[src/rtl/spi_alu_pkg.sv]
// Shared types and constants for the SPI-to-ALU transaction bridge.
// Holds the FSM state encoding, command/status bit positions and opcode values.
// Status byte layout: {busy, done, frame_err, overrun, timeout, 3'b000}.
package spi_alu_pkg;

  localparam int CMD_W    = 8;
  localparam int EXEC_BIT = 7;

  localparam int STATUS_BUSY = 7;
  localparam int STATUS_DONE = 6;
  localparam int STATUS_FERR = 5;
  localparam int STATUS_OVR  = 4;
  localparam int STATUS_TMO  = 3;

  localparam logic [2:0] OP_ADD = 3'd0;
  localparam logic [2:0] OP_SUB = 3'd1;
  localparam logic [2:0] OP_MUL = 3'd2;
  localparam logic [2:0] OP_DIV = 3'd3;

  typedef enum logic [1:0] {
    ST_IDLE  = 2'd0,
    ST_ISSUE = 2'd1,
    ST_WAIT  = 2'd2
  } state_e;

  // Assemble the status byte returned at the head of every frame.
  function automatic logic [CMD_W-1:0] pack_status(input logic busy, input logic done,
                                                   input logic ferr, input logic ovr,
                                                   input logic tmo);
    logic [CMD_W-1:0] s;
    s              = '0;
    s[STATUS_BUSY] = busy;
    s[STATUS_DONE] = done;
    s[STATUS_FERR] = ferr;
    s[STATUS_OVR]  = ovr;
    s[STATUS_TMO]  = tmo;
    return s;
  endfunction

endpackage

[src/rtl/spi_target_phy.sv]
// SPI mode-0 target front end: synchronisers, edge detection, rx/tx shifters, bit counter.
// Latency: SPI pin change visible as an edge pulse SYNC_STAGES+1 clk later.
// No backpressure: the host clocks bits freely; f_clk must be >= 4x SCLK.
module spi_target_phy
  import spi_alu_pkg::*;
#(
  parameter int SYNC_STAGES = 2,
  parameter int OPC_W       = 3,
  parameter int RX_W        = 64,
  parameter int TX_W        = 72,
  parameter int CNT_W       = 7
) (
  input  logic             clk,
  input  logic             rst_n,
  input  logic             spi_clk_i,
  input  logic             spi_cs_i,
  input  logic             spi_pico_i,
  output logic             spi_poci_o,
  input  logic [TX_W-1:0]  load_word_i,
  output logic             frame_start_o,
  output logic             frame_end_o,
  output logic [CNT_W-1:0] bit_cnt_o,
  output logic             cmd_exec_o,
  output logic [OPC_W-1:0] cmd_op_o,
  output logic [RX_W-1:0]  rx_data_o
);

  logic [SYNC_STAGES-1:0] sclk_sync_q, cs_sync_q, pico_sync_q;
  logic                   sclk_prev_q, cs_prev_q;
  logic                   sclk_s, cs_s, pico_s;
  logic                   sclk_rise, sclk_fall, cs_fall, cs_rise;
  logic [CMD_W-1:0]       cmd_q;
  logic [RX_W-1:0]        rx_q;
  logic [TX_W-1:0]        tx_q;
  logic [CNT_W-1:0]       bit_cnt_q;

  assign sclk_s = sclk_sync_q[SYNC_STAGES-1];
  assign cs_s   = cs_sync_q[SYNC_STAGES-1];
  assign pico_s = pico_sync_q[SYNC_STAGES-1];

  // Bring the SPI pins into the clk domain; CS idles high so reset never fakes a frame start.
  always_ff @(posedge clk or negedge rst_n) begin
    if (!rst_n) begin
      sclk_sync_q <= '0;
      cs_sync_q   <= '1;
      pico_sync_q <= '0;
      sclk_prev_q <= 1'b0;
      cs_prev_q   <= 1'b1;
    end else begin
      sclk_sync_q <= {sclk_sync_q[SYNC_STAGES-2:0], spi_clk_i};
      cs_sync_q   <= {cs_sync_q[SYNC_STAGES-2:0], spi_cs_i};
      pico_sync_q <= {pico_sync_q[SYNC_STAGES-2:0], spi_pico_i};
      sclk_prev_q <= sclk_s;
      cs_prev_q   <= cs_s;
    end
  end

  // SCLK edges only count inside a frame; PICO shares the SCLK pipeline depth so stays aligned.
  assign sclk_rise = ~sclk_prev_q &  sclk_s & ~cs_s;
  assign sclk_fall =  sclk_prev_q & ~sclk_s & ~cs_s;
  assign cs_fall   =  cs_prev_q   & ~cs_s;
  assign cs_rise   = ~cs_prev_q   &  cs_s;

  // Shift engine: load reply at frame start, sample on rise, advance POCI on fall.
  always_ff @(posedge clk or negedge rst_n) begin
    if (!rst_n) begin
      cmd_q     <= '0;
      rx_q      <= '0;
      tx_q      <= '0;
      bit_cnt_q <= '0;
    end else if (cs_fall) begin
      cmd_q     <= '0;
      rx_q      <= '0;
      tx_q      <= load_word_i;
      bit_cnt_q <= '0;
    end else if (cs_rise) begin
      // Park POCI low between frames; rx/cmd/bit_cnt stay put for the decoder.
      tx_q <= '0;
    end else begin
      if (sclk_rise) begin
        rx_q <= {rx_q[RX_W-2:0], pico_s};
        if (bit_cnt_q < CNT_W'(CMD_W)) begin
          cmd_q <= {cmd_q[CMD_W-2:0], pico_s};
        end
        if (bit_cnt_q != '1) begin
          bit_cnt_q <= bit_cnt_q + CNT_W'(1);
        end
      end
      if (sclk_fall) begin
        tx_q <= {tx_q[TX_W-2:0], 1'b0};
      end
    end
  end

  assign spi_poci_o    = tx_q[TX_W-1];
  assign frame_start_o = cs_fall;
  assign frame_end_o   = cs_rise;
  assign bit_cnt_o     = bit_cnt_q;
  assign cmd_exec_o    = cmd_q[EXEC_BIT];
  assign cmd_op_o      = cmd_q[OPC_W-1:0];
  assign rx_data_o     = rx_q;

endmodule

[src/rtl/spi_alu_bridge.sv]
// SPI command frames -> sequenced multi-cycle ALU transaction with sticky status reporting.
// Latency: CS-rise edge detect to alu_start is one clk; result appears on the next frame.
// A frame ending while an op is in flight is dropped and flagged as overrun; no stalling.
module spi_alu_bridge
  import spi_alu_pkg::*;
#(
  parameter int DATA_W      = 32,
  parameter int RES_W       = 64,
  parameter int OPC_W       = 3,
  parameter int TIMEOUT_CYC = 1024,
  parameter int SYNC_STAGES = 2
) (
  input  logic              clk,
  input  logic              rst_n,
  input  logic              SPI_CLK,
  input  logic              SPI_CS,
  input  logic              SPI_PICO,
  output logic              SPI_POCI,
  output logic              alu_start,
  output logic [OPC_W-1:0]  alu_op,
  output logic [DATA_W-1:0] alu_a,
  output logic [DATA_W-1:0] alu_b,
  input  logic              alu_done,
  input  logic [RES_W-1:0]  alu_result,
  output logic              busy
);

  localparam int FRAME_BITS = CMD_W + 2 * DATA_W;
  localparam int TX_W       = CMD_W + RES_W;
  localparam int RX_W       = 2 * DATA_W;
  localparam int CNT_W      = $clog2(FRAME_BITS + 2);
  localparam int TMO_W      = $clog2(TIMEOUT_CYC + 1);

  logic              frame_start, frame_end, cmd_exec;
  logic [CNT_W-1:0]  bit_cnt;
  logic [OPC_W-1:0]  cmd_op;
  logic [RX_W-1:0]   rx_data;
  logic [TX_W-1:0]   load_word;

  state_e            state_q;
  logic [TMO_W-1:0]  tmo_cnt_q;
  logic [RES_W-1:0]  result_q;
  logic              done_q, ferr_q, ovr_q, tmo_q, busy_q, alu_start_q;
  logic [OPC_W-1:0]  alu_op_q;
  logic [DATA_W-1:0] alu_a_q, alu_b_q;

  logic done_hit, tmo_hit, finishing, exec_ok, frame_bad, can_issue, issue, overrun;

  spi_target_phy #(
    .SYNC_STAGES (SYNC_STAGES),
    .OPC_W       (OPC_W),
    .RX_W        (RX_W),
    .TX_W        (TX_W),
    .CNT_W       (CNT_W)
  ) u_phy (
    .clk           (clk),
    .rst_n         (rst_n),
    .spi_clk_i     (SPI_CLK),
    .spi_cs_i      (SPI_CS),
    .spi_pico_i    (SPI_PICO),
    .spi_poci_o    (SPI_POCI),
    .load_word_i   (load_word),
    .frame_start_o (frame_start),
    .frame_end_o   (frame_end),
    .bit_cnt_o     (bit_cnt),
    .cmd_exec_o    (cmd_exec),
    .cmd_op_o      (cmd_op),
    .rx_data_o     (rx_data)
  );

  // Completion and timeout are decided in WAIT; alu_done elsewhere is ignored.
  assign done_hit  = (state_q == ST_WAIT) && alu_done;
  assign tmo_hit   = (state_q == ST_WAIT) && !alu_done && (tmo_cnt_q == TMO_W'(TIMEOUT_CYC - 1));
  assign finishing = done_hit || tmo_hit;

  // Frame-end classification; a frame ending on the completion cycle is treated as idle.
  assign exec_ok   = frame_end && cmd_exec && (bit_cnt == CNT_W'(FRAME_BITS));
  assign frame_bad = frame_end && ((bit_cnt < CNT_W'(CMD_W)) ||
                                   (cmd_exec && (bit_cnt != CNT_W'(FRAME_BITS))));
  assign can_issue = (state_q == ST_IDLE) || finishing;
  assign issue     = exec_ok && can_issue;
  assign overrun   = exec_ok && !can_issue;

  // Reply word reflects a same-cycle completion so a coincident frame start sees it.
  assign load_word = {pack_status(busy_q & ~finishing, done_q | done_hit, ferr_q, ovr_q,
                                  tmo_q | tmo_hit),
                      done_hit ? alu_result : result_q};

  // Transaction FSM with registered ALU interface, timeout counter and sticky status.
  always_ff @(posedge clk or negedge rst_n) begin
    if (!rst_n) begin
      state_q     <= ST_IDLE;
      tmo_cnt_q   <= '0;
      result_q    <= '0;
      done_q      <= 1'b0;
      ferr_q      <= 1'b0;
      ovr_q       <= 1'b0;
      tmo_q       <= 1'b0;
      busy_q      <= 1'b0;
      alu_start_q <= 1'b0;
      alu_op_q    <= '0;
      alu_a_q     <= '0;
      alu_b_q     <= '0;
    end else begin
      alu_start_q <= 1'b0;
      case (state_q)
        ST_IDLE: begin
          if (issue) state_q <= ST_ISSUE;
        end
        ST_ISSUE: begin
          state_q   <= ST_WAIT;
          tmo_cnt_q <= TMO_W'(1);
        end
        ST_WAIT: begin
          if (finishing) state_q <= issue ? ST_ISSUE : ST_IDLE;
          else           tmo_cnt_q <= tmo_cnt_q + TMO_W'(1);
        end
        default: state_q <= ST_IDLE;
      endcase

      if (issue) begin
        alu_start_q <= 1'b1;
        alu_op_q    <= cmd_op;
        alu_a_q     <= rx_data[RX_W-1:DATA_W];
        alu_b_q     <= rx_data[DATA_W-1:0];
        busy_q      <= 1'b1;
      end else if (finishing) begin
        busy_q <= 1'b0;
      end

      if (done_hit)  begin
        result_q <= alu_result;
        done_q   <= 1'b1;
      end
      if (tmo_hit)   tmo_q  <= 1'b1;
      if (frame_bad) ferr_q <= 1'b1;
      if (overrun)   ovr_q  <= 1'b1;

      // The reply load has already captured the flags, so clearing wins here.
      if (frame_start) begin
        done_q <= 1'b0;
        ferr_q <= 1'b0;
        ovr_q  <= 1'b0;
        tmo_q  <= 1'b0;
      end
    end
  end

  assign alu_start = alu_start_q;
  assign alu_op    = alu_op_q;
  assign alu_a     = alu_a_q;
  assign alu_b     = alu_b_q;
  assign busy      = busy_q;

endmodule

[config.mk]
export PLATFORM = sky130hd
export DESIGN_NAME = spi_alu_bridge
export DESIGN_NICKNAME = d
export VERILOG_FILES = /design/src/rtl/spi_alu_pkg.sv /design/src/rtl/spi_target_phy.sv /design/src/rtl/spi_alu_bridge.sv
export SDC_FILE = /design/constraint.sdc
export NUM_CORES = 1
export LEC_CHECK = 0
export CORE_MARGIN = 8
export CORE_UTILIZATION = 57
export DETAILED_ROUTE_END_ITERATION = 10
export DONT_BUFFER_PORTS = 1
export PLACE_DENSITY_LB_ADDON = 0.3
export SLEW_MARGIN = 20
export SYNTH_ARGS = -nofsm -noshare
export SYNTH_HDL_FRONTEND = slang
export SYNTH_SLANG_ARGS = --single-unit
[constraint.sdc]
create_clock -name clk -period 2 [get_ports clk]
set_input_delay 0.4 -clock clk [delete_from_list [all_inputs] [get_ports clk]]
set_output_delay 0.4 -clock clk [all_outputs]
set_load 0.05 [all_outputs]
-- After elaboration in Yosys (flattened, before gate mapping)
Index checks and enable logic that the tools add are counted.
- output and inout port bits: 70
- flip-flop bits (word level): 309
- word-level logic and storage cells: 110
- input port bits: 70
- eq/ne operators: 10
- $add $sub $neg: 2
- muxes and demuxes: 32
- bitwise logic cells: 14
- order comparisons: 1
- reductions and logical operators: 30
- operator list (kind ; number):
    2-to-1 mux 64 bit ; 4
    2-to-1 mux 72 bit ; 3
    2-to-1 mux 8 bit ; 4
    2-to-1 mux 7 bit ; 4
    case mux 11 bit (2 select lines) ; 1
    nonzero test 2 bit ; 9
    inequality test 7 bit, second input constant ; 2
    2-to-1 mux 1 bit ; 12
    adder 11 x 1 -> 11 bit, second input constant ; 1
    == test 11 x 10 -> 1 bit, second input constant ; 1
    2-to-1 mux 11 bit ; 1
    logical AND 1 bit ; 9
    inequality test 2 bit, second input constant ; 4
    adder 7 x 1 -> 7 bit, second input constant ; 1
    bitwise AND 1 bit ; 7
    == test 7 bit, second input constant ; 1
    less-than comparator 7 x 4 -> 1 bit, second input constant ; 1
    case mux 2 bit (3 select lines) ; 1
    AND reduction 2 bit ; 3
    AND reduction 3 bit ; 2
    NOT 1 bit ; 5
    2-to-1 mux 2 bit ; 2
    logical OR 1 bit ; 3
    nonzero test 3 bit ; 1
    other kinds (5) ; 7

-- Logic depth before layout (Yosys ltp)
- depth in word-level cells: 9
- gate-level depth with buffers: 9
- gate-level depth less buffers: 6

-- Cells and area by module
Synthesis repeated with hierarchy kept, for this count alone.
- cell total of the unflattened synthesis: 944
- area, all modules: 12705.9 um^2
- modules (own cells, without submodules) (module ; sequential area each (um^2) ; cells an instance ; area each (um^2) ; times used):
    spi_target_phy ; 3982.6 ; 572 ; 6615.1 ; 1
    spi_alu_bridge ; 3753.6 ; 372 ; 6090.8 ; 1

-- Least setup slack after synthesis
OpenSTA, ideal clock, no wires.
- path type: register to register
- start point: register u_phy.cs_sync_q[1]
- end point: register alu_a_q[10], in the netlist alu_a[10]
- data required time: 1.873 ns
- library setup time: 0.127 ns
- clock period less this slack: 2.104 ns
- path buffers: 3
- setup slack: -0.104 ns
- data arrival time: 1.976 ns
- stages on the path, launching flop included: 8
- path through: dfstp_2 -> ha_1 -> clkbuf_1 -> nand4_1 -> nor3_4 -> buf_4 -> buf_6 -> mux2_1
- word-level cells in the longest chain between the ends: 4
- RTL lines (element ; line ; text):
    from (decl) ; spi_target_phy.sv:28 ; logic [SYNC_STAGES-1:0] sclk_sync_q, cs_sync_q, pico_sync_q;
    from (signal assigned) ; spi_target_phy.sv:51 ; cs_sync_q <= {cs_sync_q[SYNC_STAGES-2:0], spi_cs_i};
    bitwise AND 1 bit ; spi_target_phy.sv:62 ; assign cs_rise = ~cs_prev_q & cs_s;
    logical AND 1 bit (2 in series) ; spi_alu_bridge.sv:77 ; assign exec_ok = frame_end && cmd_exec && (bit_cnt == CNT_W'(FRAME_BITS));
    logical AND 1 bit ; spi_alu_bridge.sv:81 ; assign issue = exec_ok && can_issue;
    to (signal assigned) ; spi_alu_bridge.sv:124 ; alu_a_q <= rx_data[RX_W-1:DATA_W];
    to (decl) ; spi_alu_bridge.sv:45 ; logic [DATA_W-1:0] alu_a_q, alu_b_q;
Every way passes these cells.
A chain may end at the register's enable or synchronous reset.

-- Worst setup path in the final report
- start point: register tmo_cnt_q[0]
- end point: register alu_b_q[31], in the netlist alu_b[31]
- word-level cells in the longest chain between the ends: 5
- RTL lines (element ; line ; text):
    from (decl) ; spi_alu_bridge.sv:41 ; logic [TMO_W-1:0] tmo_cnt_q;
    from (signal assigned) ; spi_alu_bridge.sv:116 ; else tmo_cnt_q <= tmo_cnt_q + TMO_W'(1);
    == test 11 x 10 -> 1 bit ; spi_alu_bridge.sv:73 ; assign tmo_hit = (state_q == ST_WAIT) && !alu_done && (tmo_cnt_q == TMO_W'(TIMEOUT_CYC - 1));
    logical AND 1 bit ; spi_alu_bridge.sv:73 ;
    logical OR 1 bit ; spi_alu_bridge.sv:74 ; assign finishing = done_hit || tmo_hit;
    logical OR 1 bit ; spi_alu_bridge.sv:80 ; assign can_issue = (state_q == ST_IDLE) || finishing;
    logical AND 1 bit ; spi_alu_bridge.sv:81 ;
    to (signal assigned) ; spi_alu_bridge.sv:125 ; alu_b_q <= rx_data[DATA_W-1:0];
    to (decl) ; spi_alu_bridge.sv:45 ;
Every way passes these cells.

==> run summary <==
Outcome
• finished, violations left — status
• hold timing, setup timing — violated checks

Timing
• 2 — Final Setup Violations
• yes — RSZ-0062 raised after global routing
• 0 — max-slew violation total from the final report
• 2000 ps — shortest period the worst path allows
• 499 MHz — fmax
• -398 ps — Hold WS
• 21.7 ps — Final Skew
• -2.93 ps — setup slack after layout
• 309 — final-report hold violation count
• -3.70 ps — Setup Total Neg Slack
• 566 ps — Worst Max-Slew Pin Slew
• 0.623 — Slew Limit Headroom
• 1.00 — share of the cycle needed by the critical path after routing

Pwr
• 6.80 nW — Leak
• 0.427 — portion of total power attributed to the clock network
• 0.088 — Comb pwr share
• 0.645 mV — VDD IR-drop max
• 11.0 mW — Int Pwr
• 0.231 — sw frac
• 14.3 mW — Pwr Total
• 0.486 — part of the power in registers
• 960 nW/µm² — power density of the placed cells
• 3.31 mW — NetSw

Yosys
• 0.143 — share of synthesized cell area in and, or, nand and nor gates
• dfrtp_1 — dominant register cell in the synthesized netlist
• 0.00580 — post-synthesis adder-cell area fraction
• 1225 — Post-Syn Nets
• 11.3 µm² — syn_area_per_cell
• 0.107 — area fraction in compound gates after synthesis
• 0 — xor/xnor share of the synthesized area
• 1149 — number of standard cells after synthesis
• dfrtp_1 59%, mux2_2 11%, a21oi_1 5.4% — largest cells by area after synthesis
• 0 — number of enable flip-flop cells after synthesis
• 309 — synthesized flop and latch total
• 1.00 — async set-reset flop share out of synthesis
• 0.118 — portion of netlist area occupied by mux cells
• 0.597 — share of synthesized area occupied by flip-flops and latches
• simple AND/OR/NAND/NOR gates — dominant combinational cell family by area after synthesis
• 0.591 — portion of synthesized cell area occupied by the leading cell type
• 0 — number of warnings printed during yosys synthesis
• 51 — distinct cell type count after synthesis
• dfrtp_1 — post-synthesis cell type with the largest combined area
• 12900 µm² — post-synthesis instance area

Floorplan
• 55 — Cell Rows
• 22500 µm² — placeable core region
• 167 µm — die width
• 167 µm — die span in y
• 0.575 — effective utilization at floorplan
• 27800 µm² — die outline area
• 140 — ports placed on the boundary

Setup path
• flip-flops — Crit path max-delay family
• ha_2 -> nand3_2 -> o31a_1 -> nor3_4 -> buf_12 -> buf_12 -> mux2_2 — cell chain of the critical path
• 360 ps — largest incremental delay on the critical path
• buf_12 — most frequent cell on the critical path
• -3 ps — setup slack, reg-to-reg
• 2 — number of buffer and inverter instances along the worst setup path
• flip-flop — Critical Path Start Type
• dfrtp_1 — slowest CP cell
• flip-flop to flip-flop — Setup CP Type
• 2380 ps — Required @ worst endpoint
• flip-flop — critical path capture point type
• 2380 ps — Data arrival, critical path
• 20 — largest fanout on the critical path

Min path
• input pin to async pin — path type of the worst min-delay path

CTS
• 2 — H-Tree Level Count
• 500 ps — Worst-Skew Late Latency
• clkbuf_16 — Root Buffer
• 309 — CTS sink cnt
• 3 — total of hold buffers inserted after clock tree synthesis
• 34 — Inserted Clock Buffers
• 60 ps — clock slew at the register clock pins of the worst setup and hold paths
• 3 — Longest Clk Path Bufs
• done — clock tree from TritonCTS

Cells and area
• 15.2% — post-synthesis to final-layout area growth
• dfrtp_1 — most frequent standard cell in the layout excluding fill and tap cells
• 0.663 — fraction of the core area covered by cells at the end of the flow
• 0.219 — layout cell share with drive strength beyond 1
• 305 x dfrtp_1, 137 x a21oi_1, 118 x mux2_2 — commonest cells after routing, fill and taps aside
• 7740 µm² — Storage cell area
• 1475 — final instance count without filler cells
• 4960 µm² — multi-input gate area in the final layout
• 1701 — number of fill cells in the layout
• 1240 — nets@finish

Global route
• 42400 µm — global-route wire length before repair
• 310 — maximum number of pins on one net before global-route repair
• 0 — remaining global-route overflow
• 8388 — number of global-route vias before repair
• 0.179 — overall routing resource usage
• 2 — antenna violations before repair

Placed design
• 15100 µm — DP Wirelength
• 1400 — cell count after placement
• 0.797 — Final GP Congestion
• 0 — PortBufs

Routing
• 17.4 µm — wire length per cell after detailed routing
• 736 — Iter 0 DRT Violations
• 4 — first drt pass iteration count
• 0 — DRC violation count after routing
• 0 — number of nets still failing antenna checks after routing
• 8348 — via count of the routed design
• 5.66 — number of vias per cell
• 25700 µm — WL final

Flow run
• 0 — number of max-cap violations

layout make-up:
class | instances | share of cell area
multi-input cells | 746 | 0.332
clock buffers | 52 | 0.0697
diodes | 2 | 0.000335
clock inverters | 8 | 0.00503
well taps | 285 | 0.0239
inverters | 11 | 0.00277
flip-flops and latches | 309 | 0.519
repair buffers | 62 | 0.0474
synthesized netlist by cell type (3+ instances only):
cell / n
a21oi_1: 140
nand2b_1: 73
mux2i_1: 5
o41ai_1: 3
or3_1: 4
nor3_1: 7
dfrtp_1: 306
inv_1: 11
o21ai_0: 84
nand3_1: 11
mux2_1: 10
dfstp_2: 3
clkbuf_1: 70
nor2b_1: 3
a22oi_1: 8
mux2_2: 121
nand2_1: 93
ha_1: 6
nor3b_1: 64
buf_2: 10
nor2_1: 77
a31oi_1: 3
path summary, 6_finish.rpt:
kind,start,to,depth (start not counted)
worst min-delay path,rst_n,u_phy.rx_data_o[20],0
worst max register to register,tmo_cnt_q[0],alu_b[31],7
worst min register to register,u_phy.cs_sync_q[0],u_phy.cs_sync_q[1],0
max in group asynchronous,rst_n,result_q[35],0
worst max-delay path,tmo_cnt_q[0],alu_b[31],7
min in group clk,alu_result[5],result_q[5],1
per-stage QoR:
stage | instance area (µm²) | setup slack (ps) | hold WS (ps)
after floorplan | 13000 | -0.131 | 104
after global placement | 13500 | -6.23 | 116
after detailed placement | 13500 | -64.5 | 116
after CTS | 14700 | -19.9 | -414
after global routing | 14900 | -93.2 | -414
final | 14900 | -2.93 | -398
registers in the layout (all words and copies together) (netlist names), 2 cells and up:
register	flops
u_phy.sclk_sync_q	2
alu_a	32
u_phy.bit_cnt_o	7
state_q	2
alu_b	32
u_phy.pico_sync_q	2
u_phy.cs_sync_q	2
result_q	64
u_phy.cmd_q	8
alu_op	3
u_phy.tx_q	72
u_phy.rx_data_o	64
tmo_cnt_q	11
power groups by stage:
stage               combinational, mW  clock (mW)  sequential (mW)
floorplan                       0.905           0             7.00
global placement                 1.12           0             7.04
detailed placement               1.17           0             7.06
CTS                              1.20        6.28             6.95
global route                     1.45        6.53             7.01
finish                           1.25        6.11             6.96
metal layers:
metal  up-vias  GRT usage  part of all wire
li1       4006          -                 -
met1      4155      0.239              0.44
met2       146      0.290              0.49
met3        41     0.0428             0.050
met4         0     0.0525             0.022
met5         -          0                 0
cells by family after synthesis:
group / count (synthesis)
flip-flops: 309
AND/OR/NAND/NOR: 348
adder cells (fa/ha/maj): 6
multiplexers: 136
buffers and inverters: 94
AO/OA/AOI/OAI: 256
worst register-to-register path: stages (launching register included):
cell and delay (ps):
dfrtp_1 360, ha_2 200, nand3_2 90, o31a_1 310, nor3_4 230, buf_12 170, buf_12 170, mux2_2 370
timing repair:
item                                    in CTS  in global routing
endpoints found under the setup margin      44                139
setup buffers                                2                  3
cloned                                       0                  5
pin swaps                                    0                  8
endpoints found under the hold margin      312                309
resized for setup                            5                 18
No activity file was read; power rests on OpenSTA's default activity.
